`src/rtl/cache_refill_ctrl.sv`:
```
`timescale 1ns/1ps
// I-cache line refill: one 4-beat AHB-Lite read burst. refill_done comes 6 cycles after miss_req plus one per wait state.
// Address/control are held while m_hready=0. CRITICAL_WORD_FIRST_EN selects WRAP4 from the missing word and adds crit_valid/crit_data.
module cache_refill_ctrl #(
   parameter int CACHE_LINE = 128,
   parameter int ADDR_W     = 32
) (
   input  logic                  hclk,
   input  logic                  hrst,
   input  logic                  miss_req,
   input  logic [ADDR_W-1:0]     miss_addr,
   output logic                  refill_busy,
   output logic                  refill_done,
   output logic                  refill_err,
   output logic [CACHE_LINE-1:0] refill_line,
   output logic [ADDR_W-1:0]     refill_addr,
`ifdef CRITICAL_WORD_FIRST_EN
   output logic                  crit_valid,
   output logic [31:0]           crit_data,
`endif
   output logic [ADDR_W-1:0]     m_haddr,
   output logic [1:0]            m_htrans,
   output logic [2:0]            m_hburst,
   output logic [2:0]            m_hsize,
   output logic                  m_hwrite,
   input  logic                  m_hready,
   input  logic                  m_hresp,
   input  logic [31:0]           m_hrdata
);
   localparam int BEATS = CACHE_LINE / 32;
   localparam int OFF_W = $clog2(BEATS);
   localparam int LSB   = OFF_W + 2;
   localparam logic [OFF_W-1:0] LAST = {OFF_W{1'b1}};
   localparam logic [OFF_W-1:0] ONE  = {{(OFF_W-1){1'b0}}, 1'b1};
   localparam logic [1:0] HT_IDLE   = 2'b00;
   localparam logic [1:0] HT_NONSEQ = 2'b10;
   localparam logic [1:0] HT_SEQ    = 2'b11;
`ifdef CRITICAL_WORD_FIRST_EN
   localparam logic [2:0] BURST_TYPE = 3'b010;
`else
   localparam logic [2:0] BURST_TYPE = 3'b011;
`endif

   typedef enum logic [2:0] {S_IDLE, S_BURST, S_DRAIN, S_DONE, S_ERR} state_t;
   state_t state, state_nxt;

   logic [OFF_W-1:0]      addr_cnt, data_cnt, dphase_off, step_off;
   logic                  dphase, start, addr_acc, capture, err_hit;
   logic [CACHE_LINE-1:0] line_buf, line_nxt;
   logic [ADDR_W-1:0]     start_addr;
   logic                  unused_bits;

   assign m_hsize     = 3'b010;
   assign m_hwrite    = 1'b0;
   assign refill_busy = (state != S_IDLE);
   assign step_off    = m_haddr[LSB-1:2] + ONE;
   assign unused_bits = ^miss_addr[LSB-1:0];

`ifdef CRITICAL_WORD_FIRST_EN
   assign start_addr = {miss_addr[ADDR_W-1:2], 2'b00};
`else
   assign start_addr = {miss_addr[ADDR_W-1:LSB], {LSB{1'b0}}};
`endif

   // Beat data lands in the slot named by its own address, so wrapped bursts fill correctly.
   always_comb begin
      line_nxt = line_buf;
      line_nxt[dphase_off*32 +: 32] = m_hrdata;
   end

   always_ff @(posedge hclk or posedge hrst) begin
      if (hrst) state <= S_IDLE;
      else      state <= state_nxt;
   end

   always_comb begin
      state_nxt = state;
      start     = 1'b0;
      addr_acc  = 1'b0;
      err_hit   = dphase && !m_hready && m_hresp;
      capture   = dphase && m_hready;
      case (state)
         S_IDLE: begin
            if (miss_req) begin
               start     = 1'b1;
               state_nxt = S_BURST;
            end
         end
         S_BURST: begin
            if (err_hit) state_nxt = S_ERR;
            else if (m_hready) begin
               addr_acc = 1'b1;
               if (addr_cnt == LAST) state_nxt = S_DRAIN;
            end
         end
         S_DRAIN: begin
            if (err_hit) state_nxt = S_ERR;
            else if (capture && data_cnt == LAST) state_nxt = S_DONE;
         end
         S_DONE:  state_nxt = S_IDLE;
         S_ERR:   if (m_hready) state_nxt = S_IDLE;
         default: state_nxt = S_IDLE;
      endcase
   end

   always_ff @(posedge hclk or posedge hrst) begin
      if (hrst) begin
         m_haddr     <= '0;
         m_htrans    <= HT_IDLE;
         m_hburst    <= 3'b000;
         addr_cnt    <= '0;
         data_cnt    <= '0;
         dphase      <= 1'b0;
         dphase_off  <= '0;
         line_buf    <= '0;
         refill_line <= '0;
         refill_addr <= '0;
         refill_done <= 1'b0;
         refill_err  <= 1'b0;
      end else begin
         refill_done <= 1'b0;
         refill_err  <= 1'b0;
         if (start) begin
            m_haddr  <= start_addr;
            m_htrans <= HT_NONSEQ;
            m_hburst <= BURST_TYPE;
            addr_cnt <= '0;
            data_cnt <= '0;
         end
         // An accepted address opens its data phase while the previous one (if any) completes.
         if (addr_acc) begin
            dphase     <= 1'b1;
            dphase_off <= m_haddr[LSB-1:2];
            if (addr_cnt == LAST) m_htrans <= HT_IDLE;
            else begin
               m_haddr  <= {m_haddr[ADDR_W-1:LSB], step_off, 2'b00};
               m_htrans <= HT_SEQ;
               addr_cnt <= addr_cnt + ONE;
            end
         end else if (capture) dphase <= 1'b0;
         if (capture) begin
            line_buf <= line_nxt;
            data_cnt <= data_cnt + ONE;
         end
         if (err_hit) begin
            m_htrans <= HT_IDLE;
            dphase   <= 1'b0;
         end
         if (state == S_DRAIN && state_nxt == S_DONE) begin
            refill_line <= line_nxt;
            refill_addr <= {m_haddr[ADDR_W-1:LSB], {LSB{1'b0}}};
            refill_done <= 1'b1;
         end
         if (state == S_ERR && m_hready) refill_err <= 1'b1;
      end
   end

`ifdef CRITICAL_WORD_FIRST_EN
   always_ff @(posedge hclk or posedge hrst) begin
      if (hrst) begin
         crit_valid <= 1'b0;
         crit_data  <= '0;
      end else begin
         crit_valid <= capture && data_cnt == '0;
         if (capture && data_cnt == '0) crit_data <= m_hrdata;
      end
   end
`endif
endmodule
```
`config.mk`:
```
export PLATFORM = sky130hd
export DESIGN_NAME = cache_refill_ctrl
export DESIGN_NICKNAME = d
export VERILOG_FILES = /design/src/rtl/cache_refill_ctrl.sv
export SDC_FILE = /design/constraint.sdc
export NUM_CORES = 1
export LEC_CHECK = 0
export CAP_MARGIN = 10
export CORE_MARGIN = 8
export CORE_UTILIZATION = 30
export DETAILED_ROUTE_END_ITERATION = 12
export HOLD_SLACK_MARGIN = 0.06
export SYNTH_ARGS = -nofsm -noshare
export SYNTH_HDL_FRONTEND = slang
export SYNTH_SLANG_ARGS = --single-unit
```
`constraint.sdc`:
```
create_clock -name hclk -period 11.6 [get_ports hclk]
set_input_delay 2.32 -clock hclk [delete_from_list [all_inputs] [get_ports hclk]]
set_output_delay 2.32 -clock hclk [all_outputs]
set_load 0.02 [all_outputs]
```
# Yosys cells after proc, flatten, opt, wreduce, memory -nomap -nowiden
# Cells that the tools add are included.
[op_classes] addsub=4 multipliers=0 div=0 n_lt_le_gt_ge=0 n_eq_ne=7 n_shift=2 muxes=31 n_bitwise=0 n_reduce_logical=12
[ops] op="$bwmux 128" n=1
[ops] op="$shift 32x34->128 const A" n=1
[ops] op="$shiftx 32x34->128" n=1
[ops] op="$mux 32" n=3
[ops] op="$neg 7->34" n=1
[ops] op="$mux 3" n=7
[ops] op="$mux 2" n=9
[ops] op="$pmux 3 s4" n=1
[ops] op="$mux 1" n=10
[ops] op="$reduce_bool 3->1" n=3
[ops] op="$add 2x1->2 const B" n=3
[ops] op="$eq 3x2->1 const B" n=2
[ops] op="$logic_and 1x1->1" n=6
[ops] op="$eq 2x2->1 const B" n=2
[ops] op="$eq 3x1->1 const B" n=1
[ops] op="$eq 3x3->1 const B" n=1
[ops] op="$logic_not 3->1" n=1
[ops] op="$ne 2x1->1 const B" n=1
[ops] op="$reduce_bool 2->1" n=1
[ops] op="$logic_not 1->1" n=1
[totals] ff_bits=331 latch_bits=0 ram_bits=0 romBits=0 inputBits=69 output_inout_bits=204 wordCells=70 memories=0

# Depth between registers and ports, before layout
# Gate-level depths: netlist (run 1).
[logic_depth] ltp_word=8 ltp_mapped=8 mapped_depth_nobuf=5

# Worst setup path after synthesis (run 1)
# No wires, ideal clock.
[synth_timing] kind="input to register" startpoint="in m_hready" endpoint="reg refill_addr[18]" setup_ns=0.128 arrival_time_ns=3.323 setup_slack_ns=8.150 stages=6 n_path_buf=3 path_cell_list="and4b_1 > buf_4 > nand2_4 > buf_6 > buf_6 > mux2_1"
[synth_between] elab_chain_cells=7 word_cells_on_any_way=13 cone_classes="eq/ne: 1; mux: 6; reduce/logical: 6"
[synth_lines] element="start: declaration" line="26" rtl="input logic m_hready,"
[synth_lines] element="$logic_and 1x1->1 / $logic_not 1->1 (equally long branches)" line="81, 80"
[synth_lines] element="$logic_and 1x1->1, on equally long branches" line="98, 80"
[synth_lines] element="$mux 3 / $logic_and 1x1->1 (equally long branches)" line="98, 80"
[synth_lines] element="$mux 3, on equally long branches" line="97, 90"
[synth_lines] element="$pmux 3 s4 (*)" line="82" rtl="case (state)"
[synth_lines] element="$eq 3x2->1 (*)" line="149" rtl="if (state == S_DRAIN && state_nxt == S_DONE) begin"
[synth_lines] element="$logic_and 1x1->1 (*)" line="149"
[synth_lines] element="end signal: assignment" line="151" rtl="refill_addr <= {m_haddr[ADDR_W-1:LSB], {LSB{1'b0}}};"
[synth_lines] element="end: declaration" line="16" rtl="output logic [ADDR_W-1:0] refill_addr,"
# Mark *: on every way between the ends. The rest lies on a longest branch, timed or not.
# A chain may end at the register's enable or synchronous reset.

# Final worst setup path (run 1)
[layout_timing] startpoint="in m_hready" endpoint="reg refill_addr[17]"
# Same word-level chain as after synthesis.

==> results of run 1 <==
==> routing by layer <==
| metal | track usage (%) | wire [um] |
|---|---|---|
| met4 | 4.05 | 901 |
| met3 | 4.34 | 2970 |
| met1 | 22.3 | 20300 |
| met5 | 0 | 0 |
| met2 | 26.5 | 21400 |
==> cell families (layout without fill, tap and decap cells) <==
group / Yosys count / in the layout / share of synthesized area [%]
mux: 30 / 30 / 2.62
buf+inv: 159 / 358 / 5.35
flops: 331 / 331 / 58.9
compound gates: 527 / 527 / 22.3
simple gates: 259 / 259 / 10.1
other cells: 2 / 10 / 0.0534
fa+ha+maj: 7 / 7 / 0.623
==> registers in the layout, summed over array words and instances (netlist names) <==
register,cells
dphase,1
refill_line,128
line_buf,128
data_cnt,2
refill_err,1
addr_cnt,2
state,3
m_hburst,1
refill_addr,28
refill_done,1
m_haddr,32
m_htrans,2
dphase_off,2
==> power by group <==
| group | internal [uW] | leakage (uW) | switching [uW] |
|---|---|---|---|
| combinational | 410 | 0.00299 | 521 |
| sequential | 1360 | 0.00453 | 131 |
| clock | 734 | 0.000624 | 490 |
| total | 2510 | 0.00815 | 1140 |
==> layout by cell type (no fill, tap or decap), drive strengths merged, types with 3 or more instances in the layout <==
master	count
a21oi	197
a22o	128
buf	21
clkbuf	61
clkdlybuf4s50	259
clkinv	3
conb	9
dfrtp	331
ha	7
inv	11
mux2	28
nand2	99
nand2b	4
nor2b	130
nor3	3
nor4bb	4
o21ai	194
==> Yosys cell counts (all sizes together), types with 2 or more instances <==
cell type,count,share of area (%)
a21oi,197,7.0
a22o,128,8.0
and2,2,0.089
and3,2,0.089
and4b,2,0.14
buf,75,3.1
clkbuf,75,2.0
conb,2,0.053
dfrtp,331,59
ha,7,0.62
inv,9,0.24
mux2,28,2.5
mux2i,2,0.14
nand2,99,2.7
nand2b,4,0.18
nand3,2,0.071
nand4b,2,0.12
nor2,2,0.053
nor2b,130,5.8
nor3,3,0.11
nor4bb,4,0.28
o21ai,194,6.9
o311ai,2,0.12
or3,2,0.089
==> final cells by class <==
cell class	count	area, um2
Fill cell	4493	28200
Inverter	9	41.3
Sequential cell	331	8280
Timing Repair Buffer	280	2760
Clock buffer	61	1200
Antenna cell	1	2.50
Multi-Input combinational cell	832	5140
Tap cell	607	759
Clock inverter	8	77.6
==> path summary, 6_finish.rpt <==
| check | start | endpoint | slack, ns | cells past startpoint |
|---|---|---|---|---|
| min in group asynchronous | hrst | refill_line[22]$_DFFE_PP0P_ | 2.29 | 2 |
| max in group asynchronous | hrst | line_buf[1]$_DFFE_PP0P_ | 7.63 | 3 |
| worst max register to register | dphase_off[0]$_DFFE_PP0P_ | line_buf[1]$_DFFE_PP0P_ | 7.79 | 7 |
| worst min-delay path | refill_addr[9]$_DFFE_PP0P_ | refill_addr[9]$_DFFE_PP0P_ | 0.49 | 1 |
| worst min register to register | refill_addr[9]$_DFFE_PP0P_ | refill_addr[9]$_DFFE_PP0P_ | 0.49 | 1 |
| worst max-delay path | m_hready | refill_addr[17]$_DFFE_PP0P_ | 6.35 | 5 |
==> per-stage QoR <==
stage,util [%],power [uW]
2_1_floorplan,-,2080
4_1_cts,39.3,3710
3_5_place_dp,36.6,2460
5_1_grt,39.3,3860
3_3_place_gp,36.6,2430
6_report,39.3,3650
==> critical path: stages <==
cell	delay (ns)
sky130_fd_sc_hd__clkdlybuf4s50_1	0.73
sky130_fd_sc_hd__and4b_2	0.92
sky130_fd_sc_hd__nand2_4	0.58
sky130_fd_sc_hd__buf_4	0.60
sky130_fd_sc_hd__mux2_1	0.43
==> Implementation_results.wiki, run 1 <==
{| class="wikitable"
! Metric !! Value
|-
| Clock transition at the registers of the reported paths || 0.05 ns
|-
| Number of buffers on the longest clock path || 3
|-
| Layout cell share with drive strength beyond 1 || 7.03%
|-
| Worst Slack Setup Final || 6.35 ns
|-
| Max-cap violation count || 0
|-
| Power Density || about 200 mW/mm2
|-
| CORE AREA || ~0.046 mm2
|-
| Average cell area after synthesis || 10.7 um2
|-
| Syn Inst Count || approximately 1,300
|-
| I/O pin count || 273
|-
| Post-synth design cell area || 0.0141 mm2
|-
| Final setup vio count || 0
|-
| Global Route Usage Sum || 16.6%
|-
| Routed wire length || around 46 mm
|-
| Share of the yosys chip area belonging to registers || 58.9%
|-
| Final setup TNS || 0 ns
|-
| Number of warnings printed during yosys synthesis || 0
|-
| # port buffers || between 200 and 300
|-
| Kind of critical path || primary input to flip-flop
|-
| Critical Path AT || about 5.7 ns
|-
| Maximum vdd ir drop || 124 uV
|-
| Post-CTS Setup Repair Bufs || 0
|-
| Clock latency on the worst-skew pair || 0.55 ns
|-
| Vias after detailed routing || 10,700
|-
| Post-synth cell types || 46
|-
| Antenna violation net count after detailed routing || 0
|-
| Worst setup SP type || primary input
|-
| Area grow syn2layout || 29.9%
|-
| CP Max Fanout || 71
|-
| Final min period || about 5.2 ns
|-
| TritonCTS clock tree || yes
|-
| Post-route worst hold slack || 0.487 ns
|-
| Dpl ws || between 5 and 6 ns
|-
| Die Wd || 232 um
|-
| # DRC || 0
|-
| Clock Sink Count || 331
|-
| Status || complete, no violations
|-
| Setup repair after global routing missed its margin || no
|-
| Die extent in y || 232 um
|-
| Number of global-route vias before repair || about 11,000
|-
| Die Outline Area || 0.0541 mm2
|-
| Largest net degree at the start of global routing || about 140
|-
| Nets@finish || 1,569
|-
| Detail-routed via count per cell || 5.05
|-
| Final standard cell area without fillers || 0.0183 mm2
|-
| Half-perimeter wire length of the detailed placement result || 28.9 mm
|-
| Prevailing post-synth register cell || sky130_fd_sc_hd__dfrtp_1
|-
| Relative max-transition margin || 27.2%
|-
| RD Place Congestion || 0.719
|-
| Routed wire length per instance || 21.4 um
|-
| Number of core rows || 79
|-
| Effective utilization at floorplan || 30.3%
|-
| Required @ worst endpoint || 12.02 ns
|-
| Post-CTS Hold Buffers || 0
|-
| Worst Hold Class || flip-flop to flip-flop
|-
| GR Overflow Total || 0
|-
| Number of pins with negative max-slew slack in the final report || 0
|-
| Leakage component of the power || 0.00815 uW
|-
| Crit. End Element || flip-flop
|-
| Post-synthesis register bit count || 331
|-
| Total iterations of the first detailed-routing run || 5
|-
| Resize count post-CTS || 0
|-
| Final number of hold-violating endpoints || 0
|-
| Fmax || 191 MHz
|-
| Final cell count without fillers || about 2,100
|-
| Final Cycle Share || ~45%
|-
| TritonCTS buffer count || 39
|-
| Async set or reset register ratio after synthesis || 100%
|-
| Initial antenna violation count || 0
|-
| First-pass GRT wire length || between 70 and 80 mm
|-
| Total placed cells including tap cells || 2,059
|-
| Clk root buf || sky130_fd_sc_hd__clkbuf_16
|-
| Clock H-tree levels || 2
|-
| Transition at the pin with the smallest max-transition slack || 1.09 ns
|-
| Setup Skew || 0.0104 ns
|-
| Number of enable flip-flop cells after synthesis || 0
|-
| DP Area || roughly 0.017 mm2
|-
| Starting DRT DRC Count || between 600 and 700
|}
(Power assumes the default switching activity.)
==> run 2, diff against run 1 <==
Clock period 11.6 ns to 4.9 ns, I/O delays scaled along.
==> run 2 against run 1 <==
Net effect: sequential power up 140%; power grew 140%; critical path type is now flip-flop to flip-flop; non-clock buffer count grew 10; flip-flop and latch count unchanged; die area is the same; via count grew 0.70%; core utilization rose by 0.21 points; clock power increased by 140%; worst hold slack better by 0.0030 ns; global-route usage increased by 0.16 points.
==> Implementation_results.wiki, run 2 (synthesis gave the netlist of run 1 again) <==
{| class="wikitable"
! Metric !! Value
|-
| Post-Route Utilization || 39.5% (was 39.3%)
|-
| Sequential cell area || 0.00828 mm2 (unchanged)
|-
| Initial antenna violation count || 1 (was 0)
|-
| Half-perimeter wire length of the detailed placement result || 29.3 mm (was 28.9 mm)
|-
| Dpl ws || 1.32 ns (was 5.80 ns)
|-
| Final min period || between 3 and 4 ns
|-
| Layout cell share with drive strength beyond 1 || 7.97% (was 7.03%)
|-
| Cell Chain, Critical Path || inv_1 > ha_2 > buf_4 > nor4bb_4 > buf_4 > and2_1 > buf_4 > a22o_1 (was clkdlybuf4s50_1 > and4b_2 > nand2_4 > buf_4 > mux2_1)
|-
| Largest registers ranked by flip-flop count || line_buf: 128 flops, refill_line: 128 flops, m_haddr: 32 flops (unchanged)
|-
| Nets@finish || 1,579 (was 1,569)
|-
| Slowest-stage cell, CP || sky130_fd_sc_hd__dfrtp_1 (was sky130_fd_sc_hd__and4b_2)
|-
| Most frequent cell on the critical path || sky130_fd_sc_hd__buf_4
|-
| Final cell count without fillers || 2,138 (was 2,129)
|-
| Die Outline Area || 0.0541 mm2 (unchanged)
|-
| Transition at the pin with the smallest max-transition slack || 1.09 ns (about the same)
|-
| I/O pin count || 273 (unchanged)
|-
| Post-CTS Setup Repair Bufs || 0 (unchanged)
|-
| Relative max-transition margin || 27.6% (was 27.2%)
|-
| Critical Path AT || 3.67 ns (was 5.67 ns)
|-
| Global Route Usage Sum || 16.8% (was 16.6%)
|-
| Clock Sink Count || 331 (unchanged)
|-
| Crit. End Element || flip-flop (unchanged)
|-
| # DRC || 0 (unchanged)
|-
| Diodes inserted || 0 (was 1)
|-
| Area occupied by multi-input gates || 0.00514 mm2 (unchanged)
|-
| Slowest cell delay on critical path || 0.54 ns (was 0.92 ns)
|-
| Required @ worst endpoint || 5.37 ns (was 12.02 ns)
|-
| Die extent in y || 232 um (unchanged)
|-
| Post-CTS Hold Buffers || 0 (unchanged)
|-
| Effective utilization at floorplan || 30.3% (unchanged)
|-
| First-pass GRT wire length || 70.5 mm (was 70.1 mm)
|-
| Leading cell types in the layout, fill and taps excluded || 331 x sky130_fd_sc_hd__dfrtp_1, 259 x sky130_fd_sc_hd__clkdlybuf4s50_1, 197 x sky130_fd_sc_hd__a21oi_1 (unchanged)
|-
| Kind of critical path || flip-flop to flip-flop (was primary input to flip-flop)
|-
| Antenna violation net count after detailed routing || 0 (unchanged)
|-
| Maximum vdd ir drop || 288 uV (was 124 uV)
|-
| # port buffers || 259 (unchanged)
|-
| Number of inserted filler cells in the final layout || 4,578 (was 4,493)
|-
| Detail-routed via count per cell || 5.06 (was 5.05)
|-
| Total placed cells including tap cells || 2,068 (was 2,059)
|-
| Clock latency on the worst-skew pair || 0.55 ns (about the same)
|-
| Setup Skew || 0.0114 ns (was 0.0104 ns)
|-
| Clock H-tree levels || 2 (unchanged)
|-
| TritonCTS buffer count || 39 (unchanged)
|-
| Number of global-route vias before repair || 11,100 (was 10,900)
|-
| Fmax || 313 MHz
|-
| Final number of hold-violating endpoints || 0 (unchanged)
|-
| Status || complete, no violations (unchanged)
|-
| Final standard cell area without fillers || 0.0184 mm2 (was 0.0183 mm2)
|-
| Routed wire length || 46.1 mm (was 45.6 mm)
|-
| Routed wire length per instance || 21.6 um (was 21.4 um)
|-
| Most common library cell in the layout ignoring fill and taps || sky130_fd_sc_hd__dfrtp_1 (unchanged)
|-
| Max-cap violation count || 0 (unchanged)
|-
| CP Max Fanout || 34 (was 71)
|-
| Register-to-Register Setup Slack || 1.70 ns (was 7.79 ns)
|-
| Total iterations of the first detailed-routing run || 5 (unchanged)
|-
| GR Overflow Total || 0 (unchanged)
|-
| Final Cycle Share || 65.3%
|-
| CORE AREA || 0.0465 mm2 (unchanged)
|-
| Vias after detailed routing || 10,800 (was 10,700)
|-
| Clock transition at the registers of the reported paths || 0.06 ns (was 0.05 ns)
|-
| Largest net degree at the start of global routing || 119 (was 139)
|-
| Number of buffers on the longest clock path || 3 (unchanged)
|-
| Setup repair after global routing missed its margin || no (unchanged)
|-
| TritonCTS clock tree || yes (unchanged)
|-
| Die Wd || 232 um (unchanged)
|-
| DP Area || 0.0171 mm2 (was 0.0170 mm2)
|-
| Leakage component of the power || 0.00821 uW (was 0.00815 uW)
|-
| RD Place Congestion || 0.751 (was 0.719)
|-
| Worst Slack Setup Final || 1.70 ns (was 6.35 ns)
|-
| Clk root buf || sky130_fd_sc_hd__clkbuf_16 (unchanged)
|-
| Worst setup SP type || flip-flop (was primary input)
|-
| Starting DRT DRC Count || 739 (was 651)
|-
| Power Density || 472 mW/mm2 (was 200 mW/mm2)
|-
| Number of core rows || 79 (unchanged)
|-
| Area grow syn2layout || 30.6% (was 29.9%)
|-
| Number of pins with negative max-slew slack in the final report || 0 (unchanged)
|-
| Worst Hold Class || flip-flop to flip-flop (unchanged)
|-
| Resize count post-CTS || 0 (unchanged)
|-
| Final setup vio count || 0 (unchanged)
|-
| Post-route worst hold slack || 0.490 ns (was 0.487 ns)
|}
run 2: cell count changes in the layout (fill, tap and decap cells not counted), sizes merged:
cell,change
clkbuf,-11
bufinv,+2
inv,-2
clkinv,+11
diode,-1
clkinvlp,+1
buf,+9
run 2: final cells by class:
| cell class | count | share of cell area, % |
|---|---|---|
| flip-flops and latches | 331 | 45.1 |
| multi-input cells | 832 | 28.0 |
| repair buffers | 290 | 15.6 |
| clock buffers | 49 | 5.91 |
| well taps | 607 | 4.13 |
| clock inverters | 20 | 1.02 |
| inverters | 9 | 0.204 |
run 2: final timing paths:
kind	startpoint	cells after the start	to
setup / recovery	dphase_off[0]$_DFFE_PP0P_	8	line_buf[6]$_DFFE_PP0P_
hold / removal	m_haddr[17]$_DFFE_PP0P_	2	m_haddr[17]$_DFFE_PP0P_
setup reg to reg	dphase_off[0]$_DFFE_PP0P_	8	line_buf[6]$_DFFE_PP0P_
hold reg to reg	m_haddr[17]$_DFFE_PP0P_	2	m_haddr[17]$_DFFE_PP0P_
max in group asynchronous	hrst	3	refill_line[2]$_DFFE_PP0P_
min in group asynchronous	hrst	2	refill_line[121]$_DFFE_PP0P_
run 2: routing by layer:
layer,vias to the layer above,global-route usage [%],share of wire [%]
li1,4970,-,-
met1,5461,22.3,44
met2,319,26.5,46
met3,71,4.37,6.8
met4,2,5.40,2.6
met5,-,0,0.024
run 2: stage by stage:
step                      power (uW)  TNS, ns
after detailed placement        5820        0
after global placement          5770        0
after CTS                       8790        0
after floorplan                 4930  -165.72
final                           8680        0
after global routing            9160        0
run 2: critical path: cells and delay by family (launching register included):
family	cells	cell delay, ns
DFF	1	0.54
buffers and inverters	4	1.57
adders and majority gates	1	0.18
AOI/OAI and AO/OA	1	0.23
and+or+nand+nor	2	0.57
run 2: where the power goes:
| group | total (uW) | internal (uW) | switching, uW |
|---|---|---|---|
| Clock | 2920 | 1730 | 1190 |
| Combinational | 2210 | 980 | 1230 |
| Sequential | 3540 | 3230 | 314 |
| Total | 8680 | 5940 | 2740 |
